$ cat src/rtl/msk_tx_pkg.sv
// Shared types and the half-sine pulse table builder for the MSK transmitter.
package msk_tx_pkg;

  typedef enum logic [1:0] {
    ST_IDLE,
    ST_RUN,
    ST_FLUSH
  } state_t;

  // Fixed-point scale for the table builder (2^28) and pi in that scale.
  localparam longint FX_ONE = longint'(1) << 28;
  localparam longint FX_PI  = 64'sd843314857;

  // p[k] = round(amp * sin(pi*k/(2*osf))), clamped to the signed range of wo.
  // Integer Taylor series on the angle folded into [0, pi/2], so elaboration
  // needs no real-number support.
  function automatic int pulse_entry(input int k, input int osf, input int amp,
                                     input int wo);
    longint kk;
    longint x;
    longint term;
    longint sum;
    longint val;
    longint lim;
    kk   = (k > osf) ? longint'(2 * osf - k) : longint'(k);
    x    = (FX_PI * kk) / longint'(2 * osf);
    term = x;
    sum  = x;
    for (int i = 1; i < 8; i++) begin
      term = -((((term * x) / FX_ONE) * x) / FX_ONE) / longint'((2 * i) * (2 * i + 1));
      sum  = sum + term;
    end
    if (sum < 0) sum = 0;
    val = (longint'(amp) * sum + FX_ONE / 2) / FX_ONE;
    lim = (longint'(1) << (wo - 1)) - 1;
    if (val > lim) val = lim;
    return int'(val);
  endfunction

endpackage

$ cat src/rtl/msk_halfsine_rom.sv
// Dual-port registered half-sine pulse ROM (one port per channel).
module msk_halfsine_rom #(
  parameter int OSF = 20,
  parameter int WO  = 16,
  parameter int AMP = 16384,
  parameter int KW  = $clog2(2 * OSF)
) (
  input  logic          clk,
  input  logic          rst_n,
  input  logic [KW-1:0] idx_i,
  input  logic [KW-1:0] idx_q,
  output logic [WO-1:0] p_i,
  output logic [WO-1:0] p_q
);
  import msk_tx_pkg::*;

  logic [WO-1:0] tab [2*OSF];

  for (genvar g = 0; g < 2 * OSF; g++) begin : g_tab
    localparam int VAL = pulse_entry(g, OSF, AMP, WO);
    assign tab[g] = WO'(VAL);
  end

  // Registered read of both ports.
  // NOTE: only the read registers are reset; the table is constant logic and
  // memory contents never take a reset.
  always_ff @(posedge clk or negedge rst_n) begin
    if (!rst_n) begin
      p_i <= '0;
      p_q <= '0;
    end else begin
      p_i <= tab[idx_i];
      p_q <= tab[idx_q];
    end
  end

endmodule

$ cat src/rtl/msk_halfsine_tx.sv
// MSK modulator as offset-QPSK with half-sine pulses: even bits on I, odd
// bits on Q, each pulse 2*OSF samples, Q offset by OSF samples.
module msk_halfsine_tx #(
  parameter int OSF = 20,
  parameter int WO  = 16,
  parameter int AMP = 16384
) (
  input  logic                 clk,
  input  logic                 rst_n,
  input  logic                 bit_i,
  input  logic                 bit_val_i,
  output logic                 bit_rdy_o,
  output logic signed [WO-1:0] i_out,
  output logic signed [WO-1:0] q_out,
  output logic                 iq_val_o
);
  import msk_tx_pkg::*;

  localparam int KW = $clog2(2 * OSF);
  localparam int NW = $clog2(OSF);
  localparam logic [NW-1:0] N_LAST = NW'(OSF - 1);
  localparam logic [KW-1:0] K_LAST = KW'(2 * OSF - 1);

  typedef struct packed {
    logic          active;
    logic          sign;
    logic [KW-1:0] k;
  } chan_t;

  state_t        state_q, state_d;
  logic [NW-1:0] n_q, n_d;
  logic          parity_q, parity_d;
  logic          rdy_d;
  logic          accept;
  chan_t         i_q, i_d, q_q, q_d;
  logic [WO-1:0] rom_i, rom_q;

  // Advance one channel: load on accept, else step through the pulse and
  // go inactive after its last sample.
  function automatic chan_t chan_next(input chan_t c, input logic ld, input logic b);
    chan_t r;
    r = c;
    if (ld) begin
      r.active = 1'b1;
      r.sign   = b;
      r.k      = '0;
    end else if (c.active) begin
      if (c.k == K_LAST) begin
        r.active = 1'b0;
        r.k      = '0;
      end else begin
        r.k = c.k + KW'(1);
      end
    end
    return r;
  endfunction

  // Next-state logic: FSM, symbol counter, parity and channel trackers.
  // NOTE: every signal gets a default at the top so no path infers a latch.
  always_comb begin
    accept   = bit_val_i & bit_rdy_o;
    state_d  = state_q;
    n_d      = n_q;
    parity_d = parity_q;
    case (state_q)
      ST_IDLE: begin
        parity_d = 1'b0;
        if (accept) begin
          state_d  = ST_RUN;
          n_d      = '0;
          parity_d = 1'b1;
        end
      end
      ST_RUN: begin
        if (n_q == N_LAST) begin
          n_d = '0;
          if (accept) parity_d = ~parity_q;
          else        state_d  = ST_FLUSH;
        end else begin
          n_d = n_q + NW'(1);
        end
      end
      ST_FLUSH: begin
        if (n_q == N_LAST) begin
          n_d      = '0;
          parity_d = 1'b0;
          state_d  = ST_IDLE;
        end else begin
          n_d = n_q + NW'(1);
        end
      end
      default: state_d = ST_IDLE;
    endcase
    rdy_d = (state_d == ST_IDLE) || ((state_d == ST_RUN) && (n_d == N_LAST));
    i_d   = chan_next(i_q, accept & ~parity_q, bit_i);
    q_d   = chan_next(q_q, accept &  parity_q, bit_i);
  end

  // Control and channel state registers.
  // NOTE: sequential state uses non-blocking assignments so every register
  // samples pre-edge values regardless of statement order.
  always_ff @(posedge clk or negedge rst_n) begin
    if (!rst_n) begin
      state_q   <= ST_IDLE;
      n_q       <= '0;
      parity_q  <= 1'b0;
      bit_rdy_o <= 1'b0;
      i_q       <= '0;
      q_q       <= '0;
    end else begin
      state_q   <= state_d;
      n_q       <= n_d;
      parity_q  <= parity_d;
      bit_rdy_o <= rdy_d;
      i_q       <= i_d;
      q_q       <= q_d;
    end
  end

  // The ROM is addressed with the next index, so its output lines up with
  // the registered channel state and the output stage below stays registered.
  msk_halfsine_rom #(
    .OSF(OSF),
    .WO (WO),
    .AMP(AMP),
    .KW (KW)
  ) u_rom (
    .clk  (clk),
    .rst_n(rst_n),
    .idx_i(i_d.k),
    .idx_q(q_d.k),
    .p_i  (rom_i),
    .p_q  (rom_q)
  );

  // Sign/negation output stage; inactive channels emit zero.
  always_ff @(posedge clk or negedge rst_n) begin
    if (!rst_n) begin
      i_out    <= '0;
      q_out    <= '0;
      iq_val_o <= 1'b0;
    end else begin
      i_out    <= i_q.active ? (i_q.sign ? $signed(rom_i) : -$signed(rom_i)) : '0;
      q_out    <= q_q.active ? (q_q.sign ? $signed(rom_q) : -$signed(rom_q)) : '0;
      iq_val_o <= (state_q != ST_IDLE);
    end
  end

endmodule
$ cat config.mk
export PLATFORM = sky130hd
export DESIGN_NAME = msk_halfsine_tx
export DESIGN_NICKNAME = d
export VERILOG_FILES = /design/src/rtl/msk_tx_pkg.sv /design/src/rtl/msk_halfsine_rom.sv /design/src/rtl/msk_halfsine_tx.sv
export SDC_FILE = /design/constraint.sdc
export NUM_CORES = 1
export LEC_CHECK = 0
export CORE_ASPECT_RATIO = 0.7
export CORE_MARGIN = 1.5
export CORE_UTILIZATION = 30
export CTS_BUF_LIST = sky130_fd_sc_hd__clkbuf_4 sky130_fd_sc_hd__clkbuf_8
export DETAILED_ROUTE_END_ITERATION = 10
export DONT_BUFFER_PORTS = 1
export PLACE_DENSITY = 0.5
export SETUP_SLACK_MARGIN = 0.3
export SYNTH_ARGS = -nofsm -noshare
export SYNTH_HDL_FRONTEND = slang
export SYNTH_SLANG_ARGS = --single-unit
$ cat constraint.sdc
create_clock -name clk -period 4.47 [get_ports clk]
set_input_delay 0.894 -clock clk [delete_from_list [all_inputs] [get_ports clk]]
set_output_delay 0.894 -clock clk [all_outputs]
set_load 0.1 [all_outputs]
==> results.yml <==
status:
  outcome: "completed"
worst_hold_path:
  min_path_type: "primary input to asynchronous set/reset pin"
die:
  die_h_um: 121.4
  core_area_um2: 19690
  die_w_um: 172.1
  die_area_um2: 20890
  floorplan.initialDensity: 0.3049
  fp-row-count: 43
  pin_count: 38
placement:
  post-dp-hpwl_um: 12230
  routabilityCongestion: 0.9362
  pre_cts_ws_ns: 0.8927
  portBuffers: 0
detailed_routing:
  wirelength_met1_um: 8600
  drtAntennaViolNets: 0
  wl_per_cell_um: 18.16
  wl_met3_um: 1676
  maxUsedRoutingLayer: "met4"
  wl_met2_um: 7061
  vias: 5469
  dr.pass1.iters: 6
  drt_iter0_drc: 747
  via_per_inst: 5.661
  drc_errors: 0
  wl_um: 17550
critical_path:
  startpoint_type: "flip-flop"
  r2r_slack_ns: 1.04
  endpoint_kind: "flip-flop"
  cp_data_arrival_time_ns: 3.64
  r2r_cells: 10
  crit_fanout: 13
  path_class: "flip-flop to flip-flop"
  required_ns: 4.69
cts:
  cts_htree_levels: 3
  post_cts_buffers: 0
  tritoncts: "built"
  cts-resized-gates: 0
  clock_sinks: 88
  clk_path_buf_depth: 2
  clk_transition_reported_paths_ns: 0.11
  numCtsBuffers: 9
  ctsHoldBuffers: 0
  clkLatencyLatePin_ns: 0.38
  clk_root_buffer_cell: "clkbuf_8"
grt:
  track_usage: 0.1735
  grt_pass1_wl_um: 27940
  antenna_found_initial: 0
  grt_max_degree: 89
  grt_pass1_vias: 4971
  overflow: 0
timing:
  min_period_ns: 3.428
  skew_ns: 0.01630
  report.final.slew_viol_count: 0
  finalSetupViolations: 0
  fin_setup_tns_ns: 0
  fin_ws_ns: 1.042
  period_share: 0.7669
  rsz0062_at_grt: "no"
  slew_headroom: 0.3435
  hold_viol_final: 0
  worstMarginPinSlew_ns: 0.9811
  fmax_ghz: 0.2917
logic_synthesis:
  synth_seq_area_share: 0.3667
  yosysWarningCount: 0
  syn-num-nets: 748
  yosysTopAreaCellShare: 0.3667
  synth_most_common_cell: "dfrtp_1"
  synth_cells: 719
  synth-edff-count: 0
  synthTopCellsByArea: "dfrtp_1 37%, nand2_1 5.4%, ha_1 5.2%, nor2_1 5.0%, a21oi_1 4.8%"
  synth_cell_types: 88
  ys_ff_latch: 88
  ys.flop_type: "dfrtp_1"
  synthArstFlopShare: 1.000
  ys_top_cells_by_count: "88 x dfrtp_1, 87 x nand2_1, 80 x nor2_1"
  avgSynthCellArea_um2: 8.351
  synth_top_area_cell: "dfrtp_1"
  syn_area_um2: 6005
finish:
  n_antenna_cell: 0
  area_delta_synth_final_pct: 5.960
  n_fill_cell: 2108
  nNetsFinal: 720
  drive_gt1_frac: 0.07328
run:
  cap_violations: 0
## kinds of logic (layout without fill, tap and decap cells)
logic type / after synthesis / count (layout) / share of synthesized area
AOI/OAI and AO/OA: 217 / 217 / 0.2419
adders and majority gates: 25 / 25 / 0.05209
DFF: 88 / 88 / 0.3667
and+or+nand+nor: 281 / 281 / 0.2284
xor gates and xnor gates: 29 / 29 / 0.04480
buffers and inverters: 73 / 50 / 0.05563
muxes: 6 / 6 / 0.01042
## placed cells by master (no fill, tap or decap), drive strengths merged, types with 7 or more instances in the layout
master	instances
nor3	27
nor2	81
nor4	7
dfrtp	88
ha	25
o211ai	11
or3	10
a31oi	16
clkbuf	9
a21oi	59
o21ai	43
nand2	88
nand3	18
inv	33
a211oi	10
xnor2	22
o22ai	7
nand4	8
xor2	7
## through the flow
step	instances	utilization	hold WS, ns	instance area, um^2
2_1_floorplan	719	-	0.4899	6005
3_3_place_gp	950	0.3124	0.5389	6152
3_5_place_dp	950	0.3124	0.5370	6152
4_1_cts	966	0.3231	0.1735	6362
5_1_grt	966	0.3231	0.1651	6362
6_report	966	0.3231	0.2002	6362
## final cells by class
class | count | area (um^2) | area share
timing repair buffer | 4 | 30.03 | 0.004720
clock buffer | 9 | 123.9 | 0.01947
sequential | 88 | 2202 | 0.3461
tap | 270 | 337.8 | 0.05310
multi-input combinational | 558 | 3468 | 0.5451
inverter | 30 | 113.9 | 0.01790
clock inverter | 7 | 86.33 | 0.01357
## worst max-delay path, stage by stage, from the launching register on
cell and delay, ns:
dfrtp_1 0.46, ha_1 0.28, and4bb_2 0.30, a211oi_2 0.22
buf_4 0.25, inv_1 0.13, ha_1 0.63, a21oi_1 0.17
o2111ai_1 0.25, nand2_1 0.10, a222oi_1 0.50
## state kept, by name, indices dropped and copies added (netlist names)
signal / flops
n_q: 5
u_rom.p_i: 15
state_q: 2
iq_val_o: 1
u_rom.p_q: 15
i_q: 8
parity_q: 1
q_out: 16
i_out: 16
bit_rdy_o: 1
q_q: 8
## final timing paths
path | start | end
setup / recovery | q_q[0] | u_rom.p_q[11]
hold / removal | rst_n | u_rom.p_i[1]
setup reg to reg | q_q[0] | u_rom.p_q[11]
hold reg to reg | u_rom.p_i[9] | i_out[9]
max in group asynchronous | rst_n | i_q[3]
min in group clk | u_rom.p_i[9] | i_out[9]
## layer usage
layer | up-vias | global-route usage
li1 | 2555 | -
met1 | 2627 | 0.2600
met2 | 261 | 0.2379
met3 | 26 | 0.05186
met4 | 0 | 0.04239
met5 | - | 0
Power is not shown: default switching activity piles up to over one toggle a cycle in this logic, so the estimate is an artifact.
